--- config.mk ---
export PLATFORM = sky130hd
export DESIGN_NAME = mcpu_core
export DESIGN_NICKNAME = d
export VERILOG_FILES = /design/src/rtl/mcpu_core.sv
export SDC_FILE = /design/constraint.sdc
export NUM_CORES = 1
export LEC_CHECK = 0
export ABC_AREA = 1
export CORE_MARGIN = 2
export CORE_UTILIZATION = 35
export CTS_BUF_LIST = sky130_fd_sc_hd__clkbuf_8
export CTS_CLUSTER_DIAMETER = 40
export DETAILED_ROUTE_END_ITERATION = 8
export GPL_TIMING_DRIVEN = 0
export PLACE_DENSITY_LB_ADDON = 0.1
export SYNTH_ARGS = -nofsm -noshare
export SYNTH_HDL_FRONTEND = slang
export SYNTH_SLANG_ARGS = --single-unit
--- constraint.sdc ---
create_clock -name clk -period 9.33 [get_ports clk]
set_input_delay 1.866 -clock clk [delete_from_list [all_inputs] [get_ports clk]]
set_output_delay 1.866 -clock clk [all_outputs]
set_load 0.05 [all_outputs]
--- src/rtl/mcpu_core.sv ---
// mcpu_core: multi-cycle micro CPU with 16 registers, Z/C/N flags, and a
// FETCH/EXEC/MEM/WB sequencer. Instruction and data buses use req/ready
// handshakes, so wait-stated memories can be attached.
// Optional feature: define MCPU_PERF_EN to build the 32-bit retired-instruction
// counter. Without it, retire_cnt is tied to zero.
module mcpu_core #(
    parameter int DATA_W = 16,
    parameter int ADDR_W = 12
) (
    input  logic              clk,
    input  logic              reset,
    output logic              imem_req,
    output logic [ADDR_W-1:0] imem_addr,
    input  logic [15:0]       imem_rdata,
    input  logic              imem_ready,
    output logic              dmem_req,
    output logic              dmem_we,
    output logic [ADDR_W-1:0] dmem_addr,
    output logic [DATA_W-1:0] dmem_wdata,
    input  logic [DATA_W-1:0] dmem_rdata,
    input  logic              dmem_ready,
    output logic              halted,
    output logic              illegal,
    output logic [31:0]       retire_cnt
);

    typedef enum logic [2:0] {
        S_FETCH  = 3'd0,
        S_EXEC   = 3'd1,
        S_MEM    = 3'd2,
        S_WB     = 3'd3,
        S_HALTED = 3'd4
    } state_t;

    state_t            state_q, state_d;
    logic [ADDR_W-1:0] pc_q, pc_d;
    logic [ADDR_W-1:0] next_pc_q, next_pc_d;
    logic [15:0]       ir_q, ir_d;
    logic [DATA_W-1:0] result_q, result_d;
    logic              wr_q, wr_d;
    logic [2:0]        flags_q, flags_d;      // {N, C, Z}
    logic              illegal_q, illegal_d;
    logic              dmem_we_q, dmem_we_d;
    logic [ADDR_W-1:0] dmem_addr_q, dmem_addr_d;
    logic [DATA_W-1:0] dmem_wdata_q, dmem_wdata_d;
    logic [DATA_W-1:0] regs_q [16];
    logic [DATA_W-1:0] regs_d [16];

    logic [3:0]        op, src1, src2, dest;
    logic [DATA_W-1:0] rs1, rs2;
    logic [DATA_W-1:0] alu_res;
    logic              alu_c;
    logic              br_cond;

    assign op   = ir_q[15:12];
    assign src1 = ir_q[11:8];
    assign src2 = ir_q[7:4];
    assign dest = ir_q[3:0];

    // r0 is never written and resets to zero, so it always reads as zero
    assign rs1 = regs_q[src1];
    assign rs2 = regs_q[src2];

    // BZ (0xC) tests Z and BC (0xD) tests C; opcode bit 0 selects the flag
    assign br_cond = flags_q[{1'b0, op[0]}];

    // ALU for opcodes 1-7; shift amounts of DATA_W or more give zero
    always_comb begin
        alu_res = '0;
        alu_c   = 1'b0;
        case (op)
            4'h1: {alu_c, alu_res} = {1'b0, rs1} + {1'b0, rs2};
            4'h2: begin
                alu_res = rs1 - rs2;
                alu_c   = (rs1 < rs2);
            end
            4'h3: alu_res = rs1 & rs2;
            4'h4: alu_res = rs1 | rs2;
            4'h5: alu_res = rs1 ^ rs2;
            4'h6: alu_res = rs1 << rs2;
            4'h7: alu_res = rs1 >> rs2;
            default: ;
        endcase
    end

    // Sequencer: next state, decode/execute, memory capture and writeback
    always_comb begin
        state_d      = state_q;
        pc_d         = pc_q;
        next_pc_d    = next_pc_q;
        ir_d         = ir_q;
        result_d     = result_q;
        wr_d         = wr_q;
        flags_d      = flags_q;
        illegal_d    = illegal_q;
        dmem_we_d    = dmem_we_q;
        dmem_addr_d  = dmem_addr_q;
        dmem_wdata_d = dmem_wdata_q;
        regs_d       = regs_q;

        case (state_q)
            S_FETCH: begin
                if (imem_ready) begin
                    ir_d    = imem_rdata;
                    state_d = S_EXEC;
                end
            end
            S_EXEC: begin
                next_pc_d = pc_q + ADDR_W'(1);
                wr_d      = 1'b0;
                state_d   = S_WB;
                case (op)
                    4'h0: ;
                    4'h1, 4'h2, 4'h3, 4'h4, 4'h5, 4'h6, 4'h7: begin
                        result_d = alu_res;
                        wr_d     = 1'b1;
                        flags_d  = {alu_res[DATA_W-1], alu_c, (alu_res == '0)};
                    end
                    4'h8: begin
                        result_d = DATA_W'(ir_q[11:4]);
                        wr_d     = 1'b1;
                    end
                    4'h9: begin
                        wr_d        = 1'b1;
                        dmem_we_d   = 1'b0;
                        dmem_addr_d = ADDR_W'(rs1);
                        state_d     = S_MEM;
                    end
                    4'hA: begin
                        dmem_we_d    = 1'b1;
                        dmem_addr_d  = ADDR_W'(rs1);
                        dmem_wdata_d = rs2;
                        state_d      = S_MEM;
                    end
                    4'hB: next_pc_d = ADDR_W'(ir_q[11:0]);
                    4'hC, 4'hD: begin
                        if (br_cond) begin
                            next_pc_d = ADDR_W'(ir_q[11:0]);
                        end
                    end
                    4'hE: state_d = S_HALTED;
                    4'hF: begin
                        state_d   = S_HALTED;
                        illegal_d = 1'b1;
                    end
                endcase
            end
            S_MEM: begin
                if (dmem_ready) begin
                    if (!dmem_we_q) begin
                        result_d = dmem_rdata;
                    end
                    state_d = S_WB;
                end
            end
            S_WB: begin
                if (wr_q && (dest != 4'd0)) begin
                    regs_d[dest] = result_q;
                end
                pc_d    = next_pc_q;
                state_d = S_FETCH;
            end
            S_HALTED: ;
            default: state_d = S_FETCH;
        endcase
    end

    // State and datapath registers with synchronous reset
    always_ff @(posedge clk) begin
        if (reset) begin
            state_q      <= S_FETCH;
            pc_q         <= '0;
            next_pc_q    <= '0;
            ir_q         <= '0;
            result_q     <= '0;
            wr_q         <= 1'b0;
            flags_q      <= '0;
            illegal_q    <= 1'b0;
            dmem_we_q    <= 1'b0;
            dmem_addr_q  <= '0;
            dmem_wdata_q <= '0;
            for (int i = 0; i < 16; i++) begin
                regs_q[i] <= '0;
            end
        end else begin
            state_q      <= state_d;
            pc_q         <= pc_d;
            next_pc_q    <= next_pc_d;
            ir_q         <= ir_d;
            result_q     <= result_d;
            wr_q         <= wr_d;
            flags_q      <= flags_d;
            illegal_q    <= illegal_d;
            dmem_we_q    <= dmem_we_d;
            dmem_addr_q  <= dmem_addr_d;
            dmem_wdata_q <= dmem_wdata_d;
            regs_q       <= regs_d;
        end
    end

    assign imem_req   = (state_q == S_FETCH);
    assign imem_addr  = pc_q;
    assign dmem_req   = (state_q == S_MEM);
    assign dmem_we    = dmem_we_q;
    assign dmem_addr  = dmem_addr_q;
    assign dmem_wdata = dmem_wdata_q;
    assign halted     = (state_q == S_HALTED);
    assign illegal    = illegal_q;

`ifdef MCPU_PERF_EN
    logic [31:0] retire_cnt_q, retire_cnt_d;

    // One retirement per WB cycle; HALT and illegal never reach WB
    always_comb begin
        retire_cnt_d = retire_cnt_q;
        if (state_q == S_WB) begin
            retire_cnt_d = retire_cnt_q + 32'd1;
        end
    end

    // Retirement counter register
    always_ff @(posedge clk) begin
        if (reset) begin
            retire_cnt_q <= '0;
        end else begin
            retire_cnt_q <= retire_cnt_d;
        end
    end

    assign retire_cnt = retire_cnt_q;
`else
    assign retire_cnt = 32'd0;
`endif

endmodule

== Yosys cells after proc, flatten, opt, wreduce, memory -nomap -nowiden ==
Index checks and enable logic that the tools add are counted.

* Eq/ne operators: 23
* Add/sub/neg operators: 3
* Reduce and logical (&&, ||, !) cells: 21
* $lt $le $gt $ge: 6
* Multiply operators: 0
* Bitwise logic cells: 7
* Multiplexer cells: 25
* Shift operators: 2
* Div/mod/pow operators: 0

{| class="wikitable"
|+ Operators by type and width
! operator !! count
|-
| bitwise mux 256 bit || 1
|-
| binary-select mux 16 bit (select 4 bit) || 2
|-
| 2-to-1 mux 16 bit || 7
|-
| one-hot mux 16 bit (7 select lines) || 1
|-
| demux 16 bit (select 4 bit) || 1
|-
| one-hot mux 16 bit (2 select lines) || 2
|-
| == test 4 bit (second input constant) || 8
|-
| one-hot mux 12 bit (2 select lines) || 1
|-
| adder 16 x 16 -> 17 bit || 1
|-
| AND 16 bit || 1
|-
| == test 4 x 3 -> 1 bit (second input constant) || 4
|-
| logical NOT 16 bit || 1
|-
| less-than comparator 16 bit || 1
|-
| OR 16 bit || 1
|-
| << shifter 16 x 16 -> 16 bit || 1
|-
| right shift 16 x 16 -> 16 bit || 1
|-
| subtractor 16 bit || 1
|-
| bitwise XOR 16 bit || 1
|-
| greater-or-equal comparator 5 bit (second input constant) || 3
|-
| NOT 4 -> 5 bit || 3
|-
| AND reduction 2 bit || 7
|-
| adder 12 x 1 -> 12 bit (second input constant) || 1
|-
| 2-to-1 mux 12 bit || 1
|-
| one-hot mux 3 bit (4 select lines) || 1
|-
| 24 further kinds || 35
|}

* Register bits: 348
* Memories: 0
* Memory bits (writable): 0
* Input bits: 36
* Memory bits (read-only): 0
* Latch bits: 0

== Depth between registers and ports, before layout ==
Gate-level depths: netlist of the first run.

* Word-level depth: 8
* Depth in mapped cells: 34

== Least setup slack after synthesis of the first run ==
OpenSTA, ideal clock, no wires.

* Path kind: register to register
* Start point: register ir_q[4]
* End point: register flags_q[0]
* Path buffers: 6
* Cell stages (with the launch flop): 31
* Setup time: 70 ps
* Path slack: 5378 ps
* Arrival time: 3881 ps
* Cells stage by stage: dfxtp_1 > buf_6 > buf_6 > buf_6 > buf_6 > buf_4 > buf_2 > a21oi_1 > o21ai_0 > nand3_1 > nand3_1 > nand2_2 > inv_2 > ha_1 > inv_1 > o21ai_0 > nand3_1 > nand3_1 > a21boi_0 > o21ai_0 > nand2_1 > o21a_1 > xor2_1 > o21ai_0 > nor2_1 > nand2_1 > nor2_1 > nand3_1 > nor2_1 > nand2_1 > a21oi_1

* Longest elaborated chain between the ends: 7
* Elaborated cells between the ends (all ways): 13

{| class="wikitable"
|+ Ends and longest elaborated chain
! item !! RTL line !! text
|-
| from (decl) || 38 || <nowiki>logic [15:0] ir_q, ir_d;</nowiki>
|-
| from (signal assigned) || 189 || <nowiki>ir_q <= ir_d;</nowiki>
|-
| NOT 4 -> 5 bit (implied by the code) (*) || 62 || <nowiki>assign rs2 = regs_q[src2];</nowiki>
|-
| binary-select mux 16 bit (select 4 bit) (*) || 62 ||
|-
| 2-to-1 mux 16 bit (implied by the code) (*) (2 in a row) || 62 ||
|-
| net rs2[4] || 50 || <nowiki>logic [DATA_W-1:0] rs1, rs2;</nowiki>
|-
| subtractor 16 bit (tied with other cells) || 74 || <nowiki>alu_res = rs1 - rs2;</nowiki>
|-
| one-hot mux 16 bit (7 select lines) (*) || 71 || <nowiki>case (op)</nowiki>
|-
| logical NOT 16 bit (*) || 117 || <nowiki>flags_d = {alu_res[DATA_W-1], alu_c, (alu_res == '0)};</nowiki>
|-
| to (signal assigned) || 192 || <nowiki>flags_q <= flags_d;</nowiki>
|-
| to (decl) || 41 || <nowiki>logic [2:0] flags_q, flags_d;</nowiki>
|}

Mark *: on every way through the listed nets, which the timed path passes. The rest lies on a longest branch. The select of a mux whose other input is x is not followed.
A chain may end at the register's enable or synchronous reset.

== Final worst setup path of the first run ==
* Start point: register ir_q[10]
* End point: register flags_q[0]

* Longest elaborated chain between the ends: 7
* Elaborated cells between the ends (all ways): 13

{| class="wikitable"
|+ Ends and longest elaborated chain
! item !! RTL line !! text
|-
| NOT 4 -> 5 bit (implied by the code) (*) || 61 || <nowiki>assign rs1 = regs_q[src1];</nowiki>
|-
| binary-select mux 16 bit (select 4 bit) (*) || 61 ||
|-
| 2-to-1 mux 16 bit (implied by the code) (*) (2 in a row) || 61 ||
|-
| net rs1[3] || 50 ||
|-
| subtractor 16 bit (tied with other cells) || 74 ||
|-
| one-hot mux 16 bit (7 select lines) (*) || 71 ||
|-
| logical NOT 16 bit (*) || 117 ||
|}

Marked as above.

==> results of run 1 <==
## layer usage
layer  global-route usage [%]  wire, µm  vias to the layer above
met5                        0         0                        -
met4                     15.3      5470                        0
met3                     12.9     16000                      276
met2                     52.7     48100                     1736
met1                     54.7     54100                    11962
li1                         -         -                    11354
## state kept, by name, summed over array words and instances, names as in the netlist
signal      count
next_pc_q      12
wr_q            1
dmem_we         1
state_q         3
flags_q         2
dmem_addr      12
imem_addr      12
regs_q        256
illegal         1
result_q       16
ir_q           16
dmem_wdata     16
## through the flow
step           cells  utilization [%]  setup slack (ps)
2_1_floorplan   3295                -              5380
4_1_cts         4307             41.6              2970
3_3_place_gp    4156             38.4              2950
3_5_place_dp    4156             38.4              3040
6_report        4312             41.6              2480
5_1_grt         4309             41.6              2340
## area by class of cell
cell class	count	area [µm²]
diodes	5	12.5
plain buffers	266	1360
clock buffers	95	1310
clock inverters	56	614
fillers	6487	35000
inverters	371	1400
multi-input cells	2310	11600
flip-flops and latches	348	6970
well taps	782	978
repair buffers	79	791
## logic make-up after synthesis
family | synth area share, %
flops | 32.9
xor+xnor | 0.248
simple gates | 23.1
fa+ha+maj | 3.09
other cells | 0.0177
buf+inv | 13.0
compound gates | 27.6
## power by group
group	switching (mW)	internal [mW]	total, mW
Clock	0.880	1.23	2.11
Combinational	1.57	0.523	2.09
Sequential	0.0701	1.52	1.59
Total	2.52	3.28	5.80
## final timing paths
check                                  from           to  slack [ps]  cells past startpoint
worst max-delay path               ir_q[10]   flags_q[0]        2480                     22
worst min-delay path            regs_q[244]  regs_q[244]         440                      2
worst max register to register     ir_q[10]   flags_q[0]        2480                     22
worst min register to register  regs_q[244]  regs_q[244]         440                      2
## placed cells by master (no fill, tap or decap), types with 54 or more instances in the layout
cell             Yosys  layout
a21oi_1            485     485
buf_2               54      54
clkbuf_1           139     139
clkbuf_8             0      95
clkdlybuf4s50_1      0      79
dfxtp_1            348     348
inv_1              332     343
nand2_1            495     495
nand3_1            367     367
nor2_1             178     178
o21ai_0            478     478
## worst max-delay path: stages, from the launching register on
cell,delay (ps)
dfxtp_1,300
clkbuf_1,290
inv_1,300
buf_1,900
nand3_1,410
nand3_1,190
nand2_1,370
inv_1,350
ha_1,280
clkbuf_1,220
inv_1,150
nand4_1,120
o311ai_0,570
nand3_1,190
nand2_1,130
a21oi_1,60
a2111oi_0,1050
nand2_1,160
nor2_1,140
nand2_1,80
nor2_1,190
nand2_1,160
a21oi_1,150
==> results by stage, run 1 <==
Worst setup path:
- STA classifies the critical path startpoint as a register.
- The data arrival at the endpoint of the critical path is ~7500 ps.
- The category of the critical setup timing path is reg -> reg.
- The critical path required time is between 9000 and 10000 ps.
- The kind of end point of the critical path is a register.
- The top fanout value on the critical path is 10.

Timing:
- Based on the critical path, the design can be clocked at up to 146 MHz.
- The final number of setup-violating endpoints is 0.
- The slew at the pin with the worst max-slew slack is 1440 ps.
- Final hold analysis gives a worst-case slack of around 440 ps.
- The total count of hold-check failures in the final report was 0.
- The count of pins over their slew limit came to 0.
- The relative slew slack is between 3 and 4%.
- The ratio of final minimum period to clock period is 73.4%.
- The clock period minus final worst setup slack is 6850 ps.
- The final worst clock skew is 30.8 ps.
- Adding up every negative setup slack in the final design gives 0 ps.
- Setup repair after global routing left no endpoint under its margin.

Drt:
- In the final routed layout, each cell accounts on average for roughly 29 µm.
- The first detailed-routing pass ran for 7 iterations.
- In this run, the number of DRC markers left after iteration 0 of detailed routing was ~3500.
- For this block, the routed nets add up to between 100000 and 150000 µm of wire.
- In the routed layout, each cell is associated on average with a via count of 5.87.
- For this block, the via count after detailed routing is roughly 25000.
- The number of remaining DRC errors is 0.
- Once detail routing completed, the nets flagged for antenna violations numbered 0.

Synthesis:
- The most frequently used flop master after synthesis is dfxtp_1.
- The commonest cells after synthesis are nand2_1, a21oi_1, o21ai_0.
- In this run the cell area of the synthesized design comes to approximately 0.021 mm².
- The biggest area contributor in the post-synthesis netlist is dfxtp_1.
- The synthesis-stage register bit count is ~350.
- The top-area cell type share of the netlist area is 32.9%.
- The post-synthesis sequential area ratio is 32.9%.
- The total of warnings raised by yosys is 0.
- Synthesis instantiated 53 different standard cells from the library.
- Dividing the synthesized area by the synthesized cell count gives 6.48 µm².
- The post-synthesis async set-or-reset flop share is 0%.
- In this run, synthesis inferred 0 flip-flops with an integrated enable.
- By instance count, the leading cell after synthesis is nand2_1.
- Counting every instance in the synthesized netlist gives ~3300.
- By area the synthesized netlist is led by dfxtp_1, a21oi_1, o21ai_0.

Power:
- In this run the static leakage power is a little over 10 nW.
- VDD sags by at most between 0.0001 and 0.00015 V.
- Dividing total power by cell area gives a power density of about 230 mW/mm².
- The total chip power is slightly below 6 mW.

Clocking:
- TritonCTS built the clock tree.
- The clock drives 348 sinks.
- The number of clock buffers added by TritonCTS is 82.
- At the later pin of the worst-skew pair, clock insertion delay measures ~730 ps.
- The root buffer cell chosen for the clock tree is clkbuf_8.
- The post-CTS repair timing setup buffer count is 0.
- The number of levels the H-tree was split into is 3.
- The deepest clock path buffer count is 3.
- The clock slew seen by the registers of the worst setup and hold paths is around 50 ps.
- Gates resized during post-CTS repair numbered 0.
- The hold buffer count at CTS is 0.

Global routing:
- Entering global routing, the biggest net connects 14 pins.
- The number of antenna violations at the first check in global routing is 6.
- The first-pass GRT wire length is roughly 170000 µm.
- The total overflow left after global routing is 0.
- The number of global-route vias before repair was ~23000.
- The total routing resource utilization after global routing is between 30 and 40%.

Hold path:
- The worst hold path class is reg -> reg.

Die:
- The floorplan has 90 rows.
- The core region area is about 0.06 mm².
- around 110 I/O pins were placed.
- The initial core utilization is 35.3%.
- The overall die area is between 0.06 and 0.07 mm².
- The die is between 200 and 250 µm tall.
- The die width is ~250 µm.

Final layout:
- In the final layout, the share of cells above drive strength 1 is around 8.5%.
- The synthesis-to-layout area growth is 18.1%.
- The finished cells cover ~0.025 mm².
- The final net count is approximately 3500.

Placed design:
- At the end of routability-driven placement, the weighted congestion stood at 1.04.
- The number of port buffers is slightly below 80.
- The HPWL reported at the end of detailed placement is approximately 94000 µm.
- The placed standard-cell area is approximately 0.023 mm².

Flow run:
- The max-cap check violation count is 0.

Outcome:
- The flow ran to the end, and the final reports show no timing, DRC or antenna violations.
(Power assumes the default switching activity.)
==> run 2, diff against run 1 <==
==> constraint.sdc (replaced) <==
create_clock -name clk -period 6 [get_ports clk]
set_input_delay 1.2 -clock clk [delete_from_list [all_inputs] [get_ports clk]]
set_output_delay 1.2 -clock clk [all_outputs]
set_load 0.05 [all_outputs]
==> results by stage, run 2 (synthesis results as in run 1) <==
Outcome:
- Run status: complete, no violations (unchanged).

Final layout:
- The synthesis-to-layout area growth is 18.2% (was 18.1%).
- The fraction of final layout cells with drive strength greater than 1 is 8.92% (was 8.48%).
- The number of flip-flops under the largest register name is 256 (unchanged).
- The final net count is 3541 (was 3545).
- The utilization after layout is 41.7% (was 41.6%).
- The leading cell type in the layout, fill and taps excluded was nand2_1 (unchanged).
- The register with the most flip-flops is regs_q (unchanged).
- Most frequent cells in the layout: nand2_1, a21oi_1, o21ai_0 (unchanged).
- The filler cell count in the final layout was 6483 (was 6487).

Clocking:
- The number of levels the H-tree was split into is 3 (unchanged).
- The CTS tree is built (unchanged).
- The number of clock sinks seen by CTS was 348 (unchanged).
- The total clock buffers created by CTS is 82 (unchanged).
- The worst-skew pair later-pin latency is 730 ps (about the same).
- The deepest clock path buffer count is 3 (unchanged).
- The library cell used as clock root buffer is clkbuf_8 (unchanged).
- The clock slew seen by the registers of the worst setup and hold paths came to 60 ps (was 50 ps).

Drt:
- The routed via count divided by cell count is 5.85 (was 5.87).
- The final routed wire length divided by cell count was 28.6 µm (was 28.7 µm).
- The total wirelength of the detailed-routed design came to 123000 µm (was 124000 µm).
- The detailed-routing wirelength on met1 is 53900 µm (was 54100 µm).
- The wire length on met3 is 15800 µm (was 16000 µm).
- The count of routing violations after the opening detailed-route iteration came to 3419 (was 3538).
- The count of vias placed by the detailed router came to 25215 (was 25328).
- The uppermost layer routed is met5 (was met4).
- The number of remaining DRC errors is 0 (unchanged).
- The total iterations of the first detailed-routing run is 8 (was 7).
- The number of routed nets with antenna violations is 0 (unchanged).
- The met2 wire length was 48000 µm (was 48100 µm).

Timing:
- The setup TNS after final layout is 0 ps (unchanged).
- The count of pins over their slew limit was 0 (unchanged).
- The highest clock rate is 170 MHz (was 146 MHz).
- Unrepaired setup endpoints after global routing: no (unchanged).
- The ratio of final minimum period to clock period was 97.8% (was 73.4%).
- The clock period minus final worst setup slack is 5870 ps (was 6850 ps).
- The final worst clock skew came to 27.1 ps (was 30.8 ps).
- The slew at the pin with the worst max-slew slack is 1400 ps (was 1440 ps).
- The relative slew slack is 5.83% (was 3.44%).
- The total count of hold-check failures in the final report is 0 (unchanged).
- The final number of setup-violating endpoints is 0 (unchanged).
- The final hold slack was 444 ps (was 440 ps).

Die:
- The row count came to 90 (unchanged).
- The initial core utilization is 35.3% (unchanged).
- The overall die area is 0.0625 mm² (unchanged).
- The die boundary height is 250 µm (unchanged).
- The core region area is 0.0600 mm² (unchanged).
- The number of primary I/O pins is 113 (unchanged).
- The die width is 250 µm (unchanged).

Worst setup path:
- The category of the critical setup timing path is reg -> reg (unchanged).
- The critical path's most frequent cell is nand2_1 (unchanged).
- The top fanout value on the critical path is 10 (unchanged).
- The dominant delay contributor by cell family on the critical path is simple AND/OR/NAND/NOR gates (was buffers and inverters).
- The critical path required time is 6630 ps (was 9950 ps).
- The library cell contributing the largest single delay on the critical path is buf_1 (was a2111oi_0).
- The type of origin of the critical path is a register (unchanged).
- Chain of cells forming the critical path: inv_1, buf_1, nand3_1, nand3_1, nand2_1, inv_1, ha_1, inv_1, nand2_1, o21ai_0, o21bai_1, nand2_1, inv_1, o21ai_0, nand2_1, xor2_1, nor2_1, nor4_1, nand2_1, nor2_1, nand3_1, nor2_1, nand2_1, a21oi_1 (was clkbuf_1, inv_1, buf_1, nand3_1, nand3_1, nand2_1, inv_1, ha_1, clkbuf_1, inv_1, nand4_1, o311ai_0, nand3_1, nand2_1, a21oi_1, a2111oi_0, nand2_1, nor2_1, nand2_1, nor2_1, nand2_1, a21oi_1).
- The highest cell delay on the worst timing path was 840 ps (was 1050 ps).
- The sum of buffers and inverters on the critical path is 5 (was 6).
- The kind of end point of the critical path is a register (unchanged).
- The data arrival at the endpoint of the critical path is 6500 ps (was 7470 ps).

Global routing:
- The pin count of the biggest net entering global routing is 20 (was 14).
- The number of antenna violations at the first check in global routing came to 6 (unchanged).
- The number of global-route vias before repair is 23100 (unchanged).
- The first-pass GRT wire length is 172000 µm (about the same).
- The final global-route overflow total is 0 (unchanged).
- The total routing resource utilization after global routing is 38.5% (about the same).

Power:
- The leakage power was 10.1 nW (about the same).
- The ratio of total power to cell area was 361 mW/mm² (was 232 mW/mm²).
- The peak ir drop on the vdd network is 0.000191 V (was 0.000123 V).

Hold path:
- The worst hold path class is reg -> reg (unchanged).

Flow run:
- The max-cap check violation count is 0 (unchanged).

Placed design:
- The number of port buffers is 79 (unchanged).
- The placer congestion estimate came to 1.04 (unchanged).
- The HPWL reported at the end of detailed placement is 93700 µm (unchanged).
## run 2: changes by cell type in the layout (fill, tap and decap cells not counted), sizes merged
cell,delta
clkbuf,-1
buf,-4
clkdlybuf4s15,+1
diode,-1
## run 2: final timing paths
kind | slack [ps] | cells past startpoint | from | endpoint
worst max register to register | 130 | 24 | ir_q[10] | flags_q[0]
worst max-delay path | 130 | 24 | ir_q[10] | flags_q[0]
worst min-delay path | 440 | 2 | regs_q[240] | regs_q[240]
worst min register to register | 440 | 2 | regs_q[240] | regs_q[240]
## run 2: routing by layer
| layer | vias to the layer above | global-route usage, % |
|---|---|---|
| met5 | - | 0 |
| met4 | 4 | 15.0 |
| met3 | 296 | 12.5 |
| met2 | 1670 | 52.9 |
| met1 | 11891 | 54.8 |
| li1 | 11354 | - |
## run 2: area by class of cell
cell class	count	area [µm²]	area share, %
inverters	371	1400	5.60
diodes	4	10.0	0.0400
flip-flops and latches	348	6970	27.8
repair buffers	79	791	3.16
clock buffers	95	1310	5.23
well taps	782	978	3.91
multi-input cells	2310	11600	46.3
plain buffers	262	1360	5.45
clock inverters	56	614	2.46
## run 2: worst reg2reg max path: stages, from the launching register on
cell      delay [ps]
dfxtp_1          490
inv_1            280
buf_1            840
nand3_1          390
nand3_1          190
nand2_1          380
inv_1            340
ha_1             390
inv_1            140
nand2_1           60
o21ai_0          230
o21bai_1         180
nand2_1           70
inv_1             70
o21ai_0           70
nand2_1           90
xor2_1           150
nor2_1            60
nor4_1           600
nand2_1          170
nor2_1           140
nand3_1           90
nor2_1           120
nand2_1          120
a21oi_1          150
## run 2: power breakdown
group	switching [mW]	total (mW)	internal, mW	leakage (nW)
Combinational	2.43	3.25	0.824	6.32
Clock	1.37	3.29	1.92	1.01
Sequential	0.113	2.48	2.37	2.81
## run 2: timing repair
action / CTS / global route
setup buffers: 0 / 0
gates resized for setup: 3 / 36
endpoints found under the hold margin: 0 / 0
pin swaps: 0 / 0
setup endpoints to repair: 2 / 5
hold buffers: 0 / 0
## run 2: through the flow
step / cell area, µm² / total power, mW / cells / worst slack [ps]
finish: 25000 / 9.03 / 4307 / 130
global route: 25000 / 9.31 / 4304 / 29.2
CTS: 25000 / 8.86 / 4305 / 30.4
detailed placement: 23100 / 5.60 / 4156 / -294
global placement: 23100 / 5.61 / 4156 / -381
floorplan: 21300 / 4.36 / 3295 / 2050
